`src/rtl/btn_scan_ctrl.sv`:
```
// Multi-button debounce and long-press controller. A 1 ms tick starts a
// round-robin scan that shares one evaluation datapath across all buttons.
module btn_scan_ctrl #(
  parameter int unsigned N_BTN   = 4,
  parameter int unsigned CLK_DIV = 100000,
  parameter int unsigned HIST    = 8,
  parameter int unsigned LONG_MS = 1000
) (
  input  logic             clk,
  input  logic             rst_n,
  input  logic [N_BTN-1:0] button,
  output logic [N_BTN-1:0] stable,
  output logic             evt_valid,
  input  logic             evt_ready,
  output logic [3:0]       evt_id,
  output logic [1:0]       evt_type,
  output logic             evt_ovf,
  input  logic             ovf_clr
);

  localparam int unsigned CNT_W  = (CLK_DIV > 1) ? $clog2(CLK_DIV) : 1;
  localparam int unsigned IDX_W  = (N_BTN > 1) ? $clog2(N_BTN) : 1;
  localparam int unsigned HOLD_W = 16;

  typedef enum logic [1:0] {
    EVT_NONE    = 2'b00,
    EVT_PRESS   = 2'b01,
    EVT_RELEASE = 2'b10,
    EVT_LONG    = 2'b11
  } evt_type_e;

  typedef enum logic {
    IDLE = 1'b0,
    SCAN = 1'b1
  } state_e;

  logic [N_BTN-1:0]  sync_meta;
  logic [N_BTN-1:0]  sync;
  logic [CNT_W-1:0]  cnt;
  logic              tick_c;
  state_e            state;
  state_e            state_nxt;
  logic [IDX_W-1:0]  idx;
  logic [IDX_W-1:0]  idx_nxt;
  logic              proc_c;

  logic [HIST-1:0]   hist [N_BTN];
  logic [HOLD_W-1:0] hold [N_BTN];

  logic [HIST-1:0]   h_new_c;
  logic [HOLD_W-1:0] hold_cur_c;
  logic              stb_cur_c;
  logic              set_c;
  logic              clr_c;
  logic              inc_c;
  logic              new_evt_c;
  evt_type_e         new_type_c;
  logic              drop_c;

  // Two-flop synchronizer on the raw button levels
  always_ff @(posedge clk or negedge rst_n) begin
    if (!rst_n) begin
      sync_meta <= '0;
      sync      <= '0;
    end else begin
      sync_meta <= button;
      sync      <= sync_meta;
    end
  end

  // Sample tick divider
  assign tick_c = (cnt == CNT_W'(CLK_DIV - 1));

  always_ff @(posedge clk or negedge rst_n) begin
    if (!rst_n) begin
      cnt <= '0;
    end else if (tick_c) begin
      cnt <= '0;
    end else begin
      cnt <= cnt + CNT_W'(1);
    end
  end

  // Scan FSM: state register
  always_ff @(posedge clk or negedge rst_n) begin
    if (!rst_n) begin
      state <= IDLE;
      idx   <= '0;
    end else begin
      state <= state_nxt;
      idx   <= idx_nxt;
    end
  end

  // Scan FSM: one button evaluated per SCAN cycle
  always_comb begin
    state_nxt = state;
    idx_nxt   = idx;
    proc_c    = 1'b0;
    case (state)
      IDLE: begin
        if (tick_c) begin
          state_nxt = SCAN;
          idx_nxt   = '0;
        end
      end
      SCAN: begin
        proc_c = 1'b1;
        if (idx == IDX_W'(N_BTN - 1)) begin
          state_nxt = IDLE;
          idx_nxt   = '0;
        end else begin
          idx_nxt = idx + IDX_W'(1);
        end
      end
      default: begin
        state_nxt = IDLE;
        idx_nxt   = '0;
      end
    endcase
  end

  // Shared evaluation datapath for the button selected by idx
  always_comb begin
    h_new_c    = {hist[idx][HIST-2:0], sync[idx]};
    hold_cur_c = hold[idx];
    stb_cur_c  = stable[idx];
    set_c      = 1'b0;
    clr_c      = 1'b0;
    inc_c      = 1'b0;
    new_evt_c  = 1'b0;
    new_type_c = EVT_NONE;
    if (proc_c) begin
      if ((&h_new_c) && !stb_cur_c) begin
        set_c      = 1'b1;
        new_evt_c  = 1'b1;
        new_type_c = EVT_PRESS;
      end else if (!(|h_new_c) && stb_cur_c) begin
        clr_c      = 1'b1;
        new_evt_c  = 1'b1;
        new_type_c = EVT_RELEASE;
      end else if (stb_cur_c && (hold_cur_c < HOLD_W'(LONG_MS))) begin
        inc_c = 1'b1;
        // Counter saturates at LONG_MS, so this fires once per press
        if ((hold_cur_c + HOLD_W'(1)) == HOLD_W'(LONG_MS)) begin
          new_evt_c  = 1'b1;
          new_type_c = EVT_LONG;
        end
      end
    end
  end

  // Per-button history, debounced state and hold counters
  always_ff @(posedge clk or negedge rst_n) begin
    if (!rst_n) begin
      for (int i = 0; i < int'(N_BTN); i++) begin
        hist[i] <= '0;
        hold[i] <= '0;
      end
      stable <= '0;
    end else if (proc_c) begin
      hist[idx] <= h_new_c;
      if (set_c || clr_c) begin
        stable[idx] <= set_c;
        hold[idx]   <= '0;
      end else if (inc_c) begin
        hold[idx] <= hold_cur_c + HOLD_W'(1);
      end
    end
  end

  assign drop_c = new_evt_c && evt_valid && !evt_ready;

  // Single-entry event port; a new event is dropped only under backpressure
  always_ff @(posedge clk or negedge rst_n) begin
    if (!rst_n) begin
      evt_valid <= 1'b0;
      evt_id    <= '0;
      evt_type  <= EVT_NONE;
      evt_ovf   <= 1'b0;
    end else begin
      if (new_evt_c) begin
        if (!evt_valid || evt_ready) begin
          evt_valid <= 1'b1;
          evt_id    <= 4'(idx);
          evt_type  <= new_type_c;
        end
      end else if (evt_ready) begin
        evt_valid <= 1'b0;
      end
      if (drop_c) begin
        evt_ovf <= 1'b1;
      end else if (ovf_clr) begin
        evt_ovf <= 1'b0;
      end
    end
  end

endmodule

```
`config.mk`:
```
export PLATFORM = sky130hd
export DESIGN_NAME = btn_scan_ctrl
export DESIGN_NICKNAME = d
export VERILOG_FILES = /design/src/rtl/btn_scan_ctrl.sv
export SDC_FILE = /design/constraint.sdc
export NUM_CORES = 1
export LEC_CHECK = 0
export ABC_AREA = 1
export CAP_MARGIN = 5
export CORE_MARGIN = 2
export CORE_UTILIZATION = 50
export DETAILED_ROUTE_END_ITERATION = 16
export PLACE_DENSITY = 0.67
export SLEW_MARGIN = 10
export SYNTH_ARGS = -nofsm -noshare
export SYNTH_HDL_FRONTEND = slang
export SYNTH_SLANG_ARGS = --single-unit
export TNS_END_PERCENT = 50
```
`constraint.sdc`:
```
create_clock -name clk -period 5.5 [get_ports clk]
set_input_delay 0.55 -clock clk [delete_from_list [all_inputs] [get_ports clk]]
set_output_delay 0.55 -clock clk [all_outputs]
set_load 0.02 [all_outputs]
```
Yosys cells after proc, flatten, opt, wreduce, memory -nomap -nowiden --
Index checks and enable logic that the tools add are counted.
Cells by class: $add $sub $neg 3, magnitude comparators 5, eq/ne operators 5, mux-type cells 53, bitwise logic cells 4, reduce and logical (&&, ||, !) cells 22
Operator list (count):
- $mux W64 | 2
- $and A64 B64 Y64 | 1
- $bwmux W64 | 1
- $not A64 Y64 | 1
- $mux W16 | 3
- $bmux W16 S2 | 1
- $bwmux W32 | 1
- $demux W16 S2 | 1
- $mux W1 | 25
- $add A17 B1 Y17 const B | 1
- $eq A17 B17 Y1 const B | 1
- $mux W17 | 1
- $add A16 B1 Y16 const B | 1
- $bmux W8 S2 | 1
- $demux W8 S2 | 1
- $eq A16 B10 Y1 const B | 1
- $lt A16 B10 Y1 const B | 1
- $mux W2 | 7
- $mux W7 | 2
- $mux W8 | 1
- $reduce_and A2 Y1 | 4
- $reduce_and A8 Y1 | 1
- $reduce_or A8 Y1 | 1
- $logic_and A1 B1 Y1 | 7
- 18 further kinds | 25
Storage, ports and cells: register bits 134, input bits 8, output and inout port bits 12, logic and storage cells 110

Logic depth before layout (Yosys ltp) --
Gate-level depths: netlist of the first run.
depth after elaboration 14, gate-level depth with buffers 21

Least setup slack after synthesis of the first run --
No wires, ideal clock.
path kind register to register, start point register idx[0], end point register evt_id[0], setup time 0.117 ns, arrival time 2.302 ns, path slack 3.081 ns, stages on the path, launching flop included 21, path buffers 3, period minus slack after synthesis 2.419 ns, cell sequence dfrtp_1 > buf_6 > buf_6 > buf_6 > nand2_1 > nand3_2 > nand2_2 > ha_1 > nand3_2 > nor2_2 > nand3_1 > nand2_1 > nand2_1 > inv_1 > nand3_1 > nor2_2 > nand3_2 > nand2_4 > nand2_4 > nand2_1 > nand2_1
On the way: word-level cells in the longest chain between the ends 12, elaborated cells between the ends (all ways) 27, those cells by class add/sub (1); order compare (1); eq/ne (1); mux (15); bitwise (1); reduce/logical (8)
Ends and longest elaborated chain:
- from (decl) | RTL line 43 | logic [IDX_W-1:0] idx;
- from (signal assigned) | RTL line 91 | idx <= idx_nxt;
- $not A2 Y3 (implied by the code) | RTL line 125, 126
- $bmux W16 S2 | RTL line 126 | hold_cur_c = hold[idx];
- $mux W16 (implied by the code) (2 in series) | RTL line 126
- $add A16 B1 Y16 | RTL line 145 | if ((hold_cur_c + HOLD_W'(1)) == HOLD_W'(LONG_MS)) begin
- $eq A16 B10 Y1 | RTL line 145
- $mux W1 | RTL line 145
- $mux W1 | RTL line 142 | end else if (stb_cur_c && (hold_cur_c < HOLD_W'(LONG_MS))) begin
- $mux W1 | RTL line 138 | end else if (!(|h_new_c) && stb_cur_c) begin
- $mux W1 | RTL line 134 | if ((&h_new_c) && !stb_cur_c) begin
- $mux W1 | RTL line 133 | if (proc_c) begin
- $reduce_and A2 Y1 (no line)
- to (signal assigned) | RTL line 185 | evt_id <= 4'(idx);
- to (decl) | RTL line 15 | output logic [3:0] evt_id,
Parallel ways exist; a longest one is shown, timed or not. The select of a mux whose other input is x is not followed. A chain may end at the register's enable or synchronous reset.

Worst setup path in the final report of the first run --
start point register idx[1], end point register hold[33] in the netlist's numbering
On the way: word-level cells in the longest chain between the ends 13, elaborated cells between the ends (all ways) 42, those cells by class add/sub (1); order compare (3); mux (24); bitwise (3); reduce/logical (11)
Ends and longest elaborated chain:
- parallel branches: the longest is 13 deep, another holds $lt A16 B10 Y1
- to (signal, indexed assignment) | RTL line 167 | hold[idx] <= hold_cur_c + HOLD_W'(1);
- to (decl) | RTL line 48 | logic [HOLD_W-1:0] hold [N_BTN];
Parallel ways; which one is timed is not known. The select of a mux whose other input is x is not followed.

==> results of run 1 <==
## per-layer routing
metal	up-vias	GRT usage, %
met5	-	0
met4	0	8.72
met3	20	5.66
met2	160	39.2
met1	2703	31.0
li1	2743	-
## metrics by stage
step	worst slack (ps)	cells	util, %
2_1_floorplan	3080	849	-
3_3_place_gp	2460	1013	52.1
3_5_place_dp	2390	1013	52.1
4_1_cts	2360	1045	56.8
5_1_grt	2050	1045	56.8
6_report	2360	1045	56.8
## final timing paths
path,end,from
min reg2reg,sync[1]$_DFF_PN0_,sync_meta[1]$_DFF_PN0_
min,hold[58]$_DFFE_PN0P_,rst_n
min in group clk,sync[1]$_DFF_PN0_,sync_meta[1]$_DFF_PN0_
max reg2reg,hold[33]$_DFFE_PN0P_,idx[1]$_DFFE_PN0P_
max in group asynchronous,idx[0]$_DFFE_PN0P_,rst_n
max,hold[33]$_DFFE_PN0P_,idx[1]$_DFFE_PN0P_
## logic make-up (layout without fill, tap and decap cells)
family	Yosys count	count (layout)	share of synthesized area, %
AND/OR/NAND/NOR	450	450	29.7
AO/OA/AOI/OAI	142	142	11.1
flip-flops	130	130	48.1
buffers and inverters	110	130	8.66
XOR/XNOR	8	8	1.04
adder cells (fa/ha/maj)	7	7	1.29
other	1	2	0.0554
## state kept, by name, summed over array words and instances (netlist names)
name,count
cnt,17
evt_id,2
evt_ovf,1
evt_type,2
evt_valid,1
hist,28
hold,64
idx,2
stable,4
state,1
sync,4
sync_meta,4
## where the power goes
group | switching, mW | internal, mW | total, mW
clock network | 0.445 | 0.744 | 1.19
logic | 0.0204 | 0.00500 | 0.0254
registers | 0.000723 | 0.960 | 0.960
## layout make-up
class	count	area share, %
Clock buffer	19	6.02
Clock inverter	13	2.28
Inverter	77	3.91
Multi-Input combinational cell	609	39.0
Sequential cell	130	43.3
Tap cell	176	2.93
Timing Repair Buffer	21	2.63
## worst max-delay path, delay by kind of cell, from the launching register on
kind,cells,cell delay [ps]
compound gates,1,330
simple gates,7,1470
buf+inv,3,880
flops,1,350
## placed cells by master, fill, tap and decap left out, types with 6 or more instances in the layout
cell type,count
a21oi_1,9
clkbuf_16,17
clkdlybuf4s50_1,16
dfrtp_1,129
ha_1,7
inv_1,69
inv_2,7
inv_6,6
nand2_1,262
nand2_2,8
nand3_1,60
nand3_2,7
nand4_1,7
nor2_1,74
nor2_4,6
nor3_1,8
o21ai_0,60
o21ai_1,56
o22ai_1,9
xor2_1,6
==> impl_metrics.tcl, run 1 <==
set metrics [dict create \
    p_leak_nw 3.58 \
    antenna_found_initial 0 \
    cts_tree "built" \
    multi_input_area_mm2 0.00293 \
    clk_latency_ps 420 \
    finalPower_mw 2.17 \
    synth_area_leaders "dfrtp_1 (48%), nand2_1 (15%), nand3_1 (4.4%)" \
    hold_viol_final 0 \
    slew_headroom_pct 31.3 \
    slew_violations 0 \
    diodes 0 \
    worstPathRequired_ps 5840 \
    synth.avg_cell_area_um2 7.98 \
    synth_top_area_share_pct 48.1 \
    path_class "reg -> reg" \
    slowest_delay_ps 570 \
    finalSetupViolCount 0 \
    tns_ps 0 \
    yosysTopAreaCell "dfrtp_1" \
    area_growth_pct 11.2 \
    grt_pass1_vias 5665 \
    grt.overflow.total 0 \
    netlist_top_cells_count "nand2_1 (262), dfrtp_1 (130), nor2_1 (74), inv_1 (69)" \
    max_freq_ghz 0.318 \
    row_count 42 \
    die_x_um 120 \
    period_needed_ps 3140 \
    vias 5626 \
    ios 20 \
    post_cts_resized 0 \
    cp-end-kind "register" \
    n_fill_cell 1233 \
    final_area_mm2 0.00752 \
    drt_first_pass_iters 5 \
    numCtsBuffers 17 \
    h-tree-depth 4 \
    final_antenna_net_count 0 \
    place_area_mm2 0.00690 \
    drive_above_1_share_pct 9.44 \
    post-route-period-util_pct 57.2 \
    grt_max_degree 83 \
    synth_most_common_cell "nand2_1" \
    ff_latch_area_mm2 0.00325 \
    synth_ff_type "dfrtp_1" \
    path_max_fanout 39 \
    status "completed" \
    ys_warn_count 0 \
    cts_setup_buffers 0 \
    cts-root-buf "clkbuf_16" \
    grt.total_usage_pct 23.9 \
    synth_edf_count 0 \
    crit_path_start_kind "register" \
    drtIter0Drc 538 \
    vias_per_cell 5.38 \
    skew_ps 6.21 \
    min_path_type "in -> async" \
    hold_slack_ps 309 \
    peakVddDrop_uv 261 \
    drv.max_cap_violation_count 0 \
    worst_slew_pin_slew_ps 1030 \
    die_y_um 120 \
    ff2ff_setup_slack_ps 2360 \
    crit_chain "buf_4 > inv_2 > nand3_1 > nand2_2 > nand2_1 > inv_1 > nand2_1 > nor2_1 > and2_1 > nand3_1 > o22ai_1" \
    drcViolationCount 0 \
    yosysUniqueCellTypes 39 \
    power_density_mw_per_mm2 289 \
    grt_setup_unrepaired "no" \
    dp_hpwl_um 10400 \
    grt_first_pass_wirelength_um 27300 \
    routed-wl-met2_um 7660 \
    dieArea_mm2 0.0145 \
    gp_congestion 0.966 \
    totalWireLength_um 15900 \
    worst_ep_arrival_time_ps 3480 \
    synth_area_mm2 0.00677 \
    cts_buffer_depth 2 \
    ys_async_sr_fraction_pct 100 \
    routed.top_layer "met4" \
    critPathSlowestCell "inv_2" \
    synth-seq-cells 130 \
    layout.nets 871 \
    yosysSeqAreaShare_pct 48.1 \
    clkTransAtPathRegs_ps 60 \
    cts_hold_buf 0 \
    drt-met1-wl_um 7170 \
    route.met3.wl_um 830 \
    start_util_pct 51.1 \
    port_buffers 17 \
    syn_inst 848 \
    worstRegToRegCells 11 \
    core_mm2 0.0132 \
    cts_sinks 130 \
    wl_per_cell_um 15.2 \
]
No activity file was read; power rests on OpenSTA's default activity.
==> run 2: changes to the inputs <==
==> constraint.sdc (replaced) <==
create_clock -name clk -period 2.9 [get_ports clk]
set_input_delay 0.29 -clock clk [delete_from_list [all_inputs] [get_ports clk]]
set_output_delay 0.29 -clock clk [all_outputs]
set_load 0.02 [all_outputs]
==> run 2 against run 1 <==
- routed wire length decreased by 0.53%
- clock-buffer cell count increased by 4
- utilization increased by 1.0 points
- maximum frequency increased by 18%
- power increased by 83%
- critical endpoint is now hold[23]$_DFFE_PN0P_
- highest routed layer unchanged
==> impl_metrics.tcl, run 2 (synthesized netlist as in run 1, its figures left out) <==
set metrics [dict create \
    antenna_found_initial 0 \
    tns_ps 0 \
    totalWireLength_um 15800 \
    drv.max_cap_violation_count 0 \
    critPathLaunch "idx[0]$_DFFE_PN0P_" \
    wl_per_cell_um 14.9 \
    slew_violations 0 \
    grt_first_pass_wirelength_um 27000 \
    power_density_mw_per_mm2 521 \
    clk_latency_ps 420 \
    status "completed" \
    busiest_layer "met2" \
    h-tree-depth 4 \
    start_util_pct 51.1 \
    grt_pass1_vias 5549 \
    drive_above_1_share_pct 10.8 \
    die_x_um 120 \
    p_leak_nw 3.65 \
    row_count 42 \
    slew_headroom_pct 38.7 \
    rr_startpoint "idx[0]$_DFFE_PN0P_" \
    path_class "reg -> reg" \
    path_max_fanout 28 \
    worst_ep_arrival_time_ps 3010 \
    worstRegToRegCells 16 \
    layout_common_cells "nand2_1 (262), dfrtp_1 (129), nor2_1 (73)" \
    diodes 0 \
    numCtsBuffers 17 \
    cts-root-buf "clkbuf_16" \
    largest_reg_flops 64 \
    vias 5684 \
    layout.nets 885 \
    min_path_type "in -> async" \
    skew_ps 5.49 \
    cts_buffer_depth 2 \
    drtIter0Drc 380 \
    vias_per_cell 5.37 \
    grt.overflow.total 0 \
    crit_end "hold[23]$_DFFE_PN0P_" \
    drcViolationCount 0 \
    grt_util_met2_pct 36.9 \
    final_antenna_net_count 0 \
    r2r-end "hold[23]$_DFFE_PN0P_" \
    post-route-period-util_pct 92.0 \
    crit_path_start_kind "register" \
    cts_sinks 130 \
    peakVddDrop_uv 448 \
    ff2ff_setup_slack_ps 230 \
    grt_max_degree 120 \
    area_growth_pct 13.1 \
    cp-end-kind "register" \
    grt.total_usage_pct 23.8 \
    die_y_um 120 \
    period_needed_ps 2670 \
    met1_usage_pct 32.9 \
    layout_commonest_cell "nand2_1" \
    hold_viol_final 0 \
    drt_first_pass_iters 5 \
    reg_top3 "hold x64, hist x28, cnt x17" \
    worstPathRequired_ps 3240 \
    max_freq_ghz 0.375 \
    largest-register "hold" \
    gp_congestion 0.929 \
    dieArea_mm2 0.0145 \
    ios 20 \
    port_buffers 17 \
    finalPower_mw 3.99 \
    use_met3_pct 4.43 \
    cts_tree "built" \
    core_mm2 0.0132 \
    grt_setup_unrepaired "no" \
    finalSetupViolCount 0 \
    dp_hpwl_um 10800 \
    clkTransAtPathRegs_ps 60 \
    worst_slew_pin_slew_ps 918 \
]
[run 2: cell count changes in the layout (fill, tap and decap cells not counted), moves of 2 or more]
cell	before	now
buf_4	5	14
buf_12	0	3
inv_6	6	0
clkinv_2	1	4
clkbuf_8	2	4
clkbuf_1	0	2
[run 2: worst max-delay path, stage by stage, from the launching register on]
cell,delay [ps]
dfrtp_4,480
buf_4,200
buf_4,130
nand2_1,60
nand2_1,80
nand2_1,40
nand2_1,110
nand2_1,80
nor2_2,150
nand2_1,80
and2_1,190
buf_4,170
nor2_8,420
nor2_8,90
inv_2,150
nand2_1,70
o21ai_1,80
[run 2: through the flow]
| step | utilization, % | instance area [µm²] | cells | hold slack [ps] | setup slack [ps] |
|---|---|---|---|---|---|
| 2_1_floorplan | - | 6770 | 849 | -5.59 | 481 |
| 3_3_place_gp | 52.8 | 6990 | 1021 | 138 | 144 |
| 3_5_place_dp | 52.8 | 6990 | 1021 | 142 | 91.6 |
| 4_1_cts | 57.4 | 7600 | 1054 | 254 | 83.2 |
| 5_1_grt | 57.8 | 7650 | 1059 | 275 | 11.3 |
| 6_report | 57.8 | 7650 | 1059 | 261 | 233 |
[run 2: power by group]
group          internal (mW)  total (mW)  switching [mW]
combinational         0.0124      0.0516          0.0392
clock                   1.35        2.11           0.763
sequential              1.82        1.82         0.00164
[run 2: layout make-up]
type,instances,area (µm²)
fill,1211,5590
sequential,130,3260
multi-input combinational,609,2940
clock buffer,23,488
timing repair buffer,35,347
inverter,77,299
tap,176,220
clock inverter,9,104
[run 2: layer usage]
metal  share of wire, %  wire length, µm
met3                5.8              920
met1                 46             7280
met2                 45             7180
met5                  0                0
met4                2.7              420
[run 2: how the worst min path moves through the flow]
stage	slack (ps)	cells past startpoint	startpoint	end
6_report	260	2	rst_n	hold[10]$_DFFE_PN0P_
4_1_cts	250	2	rst_n	hold[30]$_DFFE_PN0P_
3_3_place_gp	140	1	rst_n	hold[13]$_DFFE_PN0P_
2_1_floorplan	-6	0	rst_n	cnt[0]$_DFF_PN0_
3_5_place_dp	140	1	rst_n	hold[30]$_DFFE_PN0P_
5_1_grt	280	2	rst_n	hold[14]$_DFFE_PN0P_
[run 2: what timing repair did]
action	4_1_cts	5_1_grt
hold buffers	1	0
resized for setup	0	8
hold endpoints to repair	11	0
endpoints found under the setup margin	0	39
setup buffers	0	5
==> run 3: changes to the inputs <==
--- a/config.mk
+++ b/config.mk
@@ -8,9 +8,9 @@
 export ABC_AREA = 1
 export CAP_MARGIN = 5
 export CORE_MARGIN = 2
-export CORE_UTILIZATION = 50
+export CORE_UTILIZATION = 62
 export DETAILED_ROUTE_END_ITERATION = 16
-export PLACE_DENSITY = 0.67
+export PLACE_DENSITY = 0.8
 export SLEW_MARGIN = 10
 export SYNTH_ARGS = -nofsm -noshare
 export SYNTH_HDL_FRONTEND = slang
==> run 3 against run 2 <==
- first-iteration DRC count up 9.7%
- worst hold slack worse by 62 ps
- sequential share of layout area grew 0.30 points
- critical path depth is 1 higher
- critical path type unchanged
- global-route usage rose by 5.9 points
- routed wire length rose by 0.70%
- power up 1.9%
- combinational power increased by 3%
- die area is 19% lower
==> impl_metrics.tcl, run 3 (synthesized netlist as in run 1, its figures left out) <==
set metrics [dict create \
    h-tree-depth 4 \
    largest-register "hold" \
    skew_ps 13.1 \
    drive_above_1_share_pct 10.6 \
    path_class "reg -> reg" \
    antenna_found_initial 0 \
    clkTransAtPathRegs_ps 60 \
    multi_input_area_mm2 0.00293 \
    critPathLaunch "idx[1]$_DFFE_PN0P_" \
    grt_setup_unrepaired "yes" \
    grt_pass1_vias 5675 \
    dp_hpwl_um 10900 \
    peakVddDrop_uv 481 \
    worst_ep_arrival_time_ps 3150 \
    core_mm2 0.0107 \
    p_leak_nw 3.65 \
    drv.max_cap_violation_count 0 \
    die_y_um 108 \
    port_buffers 17 \
    vias 5783 \
    layout_commonest_cell "nand2_1" \
    worstPathRequired_ps 3320 \
    worstHoldStart "button[3]" \
    tns_ps 0 \
    die_x_um 108 \
    cts_sinks 130 \
    diodes 0 \
    stdcell_count 1021 \
    final_area_mm2 0.00759 \
    drtIter0Drc 417 \
    numCtsBuffers 17 \
    power_density_mw_per_mm2 535 \
    hold_slack_ps 199 \
    rr_startpoint "idx[1]$_DFFE_PN0P_" \
    critPathSlowestCell "buf_4" \
    cts_buffer_depth 2 \
    min_path_type "in -> reg" \
    cp-end-kind "register" \
    crit_chain "buf_4 > nand3_2 > nand2_2 > ha_1 > nand3_2 > nor2_2 > nand3_1 > nand2_1 > nand2_1 > inv_1 > nand3_1 > nor2_2 > nand3_2 > nand2_4 > nand2_4 > nand2_1 > nand2_1" \
    row_count 38 \
    slew_headroom_pct 39.3 \
    clk_latency_ps 540 \
    n_fill_cell 876 \
    layout.nets 883 \
    finalSetupViolCount 0 \
    post-route-period-util_pct 94.1 \
    cts_tree "built" \
    totalWireLength_um 15900 \
    wl_per_cell_um 15.6 \
    drcViolationCount 0 \
    vias_per_cell 5.66 \
    final_antenna_net_count 0 \
    slowest_delay_ps 390 \
    dieArea_mm2 0.0118 \
    grt.total_usage_pct 29.7 \
    dpl.cell_count 986 \
    area_growth_pct 12.3 \
    ios 20 \
    cpMostUsedCell "nand2_1" \
    grt.overflow.total 0 \
    hold_viol_final 0 \
    place_area_mm2 0.00696 \
    cts-root-buf "clkbuf_8" \
    crit_path_start_kind "register" \
    path_max_fanout 35 \
    gp_congestion 0.916 \
    start_util_pct 63.0 \
    slew_violations 0 \
    reg_top3 "hold x64, hist x28, cnt x17" \
    ff_latch_area_mm2 0.00325 \
    status "completed" \
    drt_first_pass_iters 5 \
    period_needed_ps 2730 \
    largest_reg_flops 64 \
    grt_max_degree 53 \
    grt_first_pass_wirelength_um 26900 \
    worst_slew_pin_slew_ps 908 \
    max_freq_ghz 0.367 \
    layout_common_cells "nand2_1 (262), dfrtp_1 (129), nor2_1 (73)" \
]
==> run 3: worst max-delay path: cells and delay by family (launching register included) <==
family,cells,cell delay [ps]
and+or+nand+nor,14,1500
buffers and inverters,2,490
DFF,1,360
adders and majority gates,1,240
==> run 3: timing repair <==
item	4_1_cts	5_1_grt
resized for setup	0	2
hold buffers	1	0
buffers inserted	0	2
endpoints found under the setup margin	0	10
endpoints found under the hold margin	46	0
==> run 3: area by class of cell <==
cell class,instances,share of cell area [%]
tap,140,2.31
clock inverter,11,1.98
inverter,77,3.89
timing repair buffer,33,4.32
clock buffer,21,6.05
multi-input combinational,609,38.6
sequential,130,42.9
==> run 3: per-layer routing <==
metal,vias up,share of wire [%],global-route usage [%]
li1,2771,-,-
met1,2785,44,38.7
met2,193,48,47.1
met3,34,5.7,7.47
met4,0,2.1,13.4
met5,-,0,0
==> run 3: per-stage QoR <==
step	power, mW	setup slack (ps)	util (%)
global route	4.19	-7.10	70.7
detailed placement	1.91	166	64.7
finish	4.06	172	70.7
floorplan	1.86	481	-
CTS	4.10	158	70.5
global placement	1.91	262	64.7
==> run 3: path summary, 6_finish.rpt <==
| kind | to | slack (ps) | cells after the start |
|---|---|---|---|
| min reg2reg | sync[1]$_DFF_PN0_ | 350 | 0 |
| max | evt_id[1]$_DFFE_PN0P_ | 170 | 17 |
| min in group asynchronous | cnt[12]$_DFF_PN0_ | 310 | 2 |
| min | sync_meta[3]$_DFF_PN0_ | 200 | 1 |
| max reg2reg | evt_id[1]$_DFFE_PN0P_ | 170 | 17 |
| max in group asynchronous | hold[18]$_DFFE_PN0P_ | 1720 | 3 |
==> run 3: power breakdown <==
part / total (mW) / internal, mW / leakage, nW / switching (mW)
registers: 1.82 / 1.82 / 1.78 / 0.00142
clock network: 2.19 / 1.38 / 0.295 / 0.803
logic: 0.0532 / 0.0133 / 1.58 / 0.0399
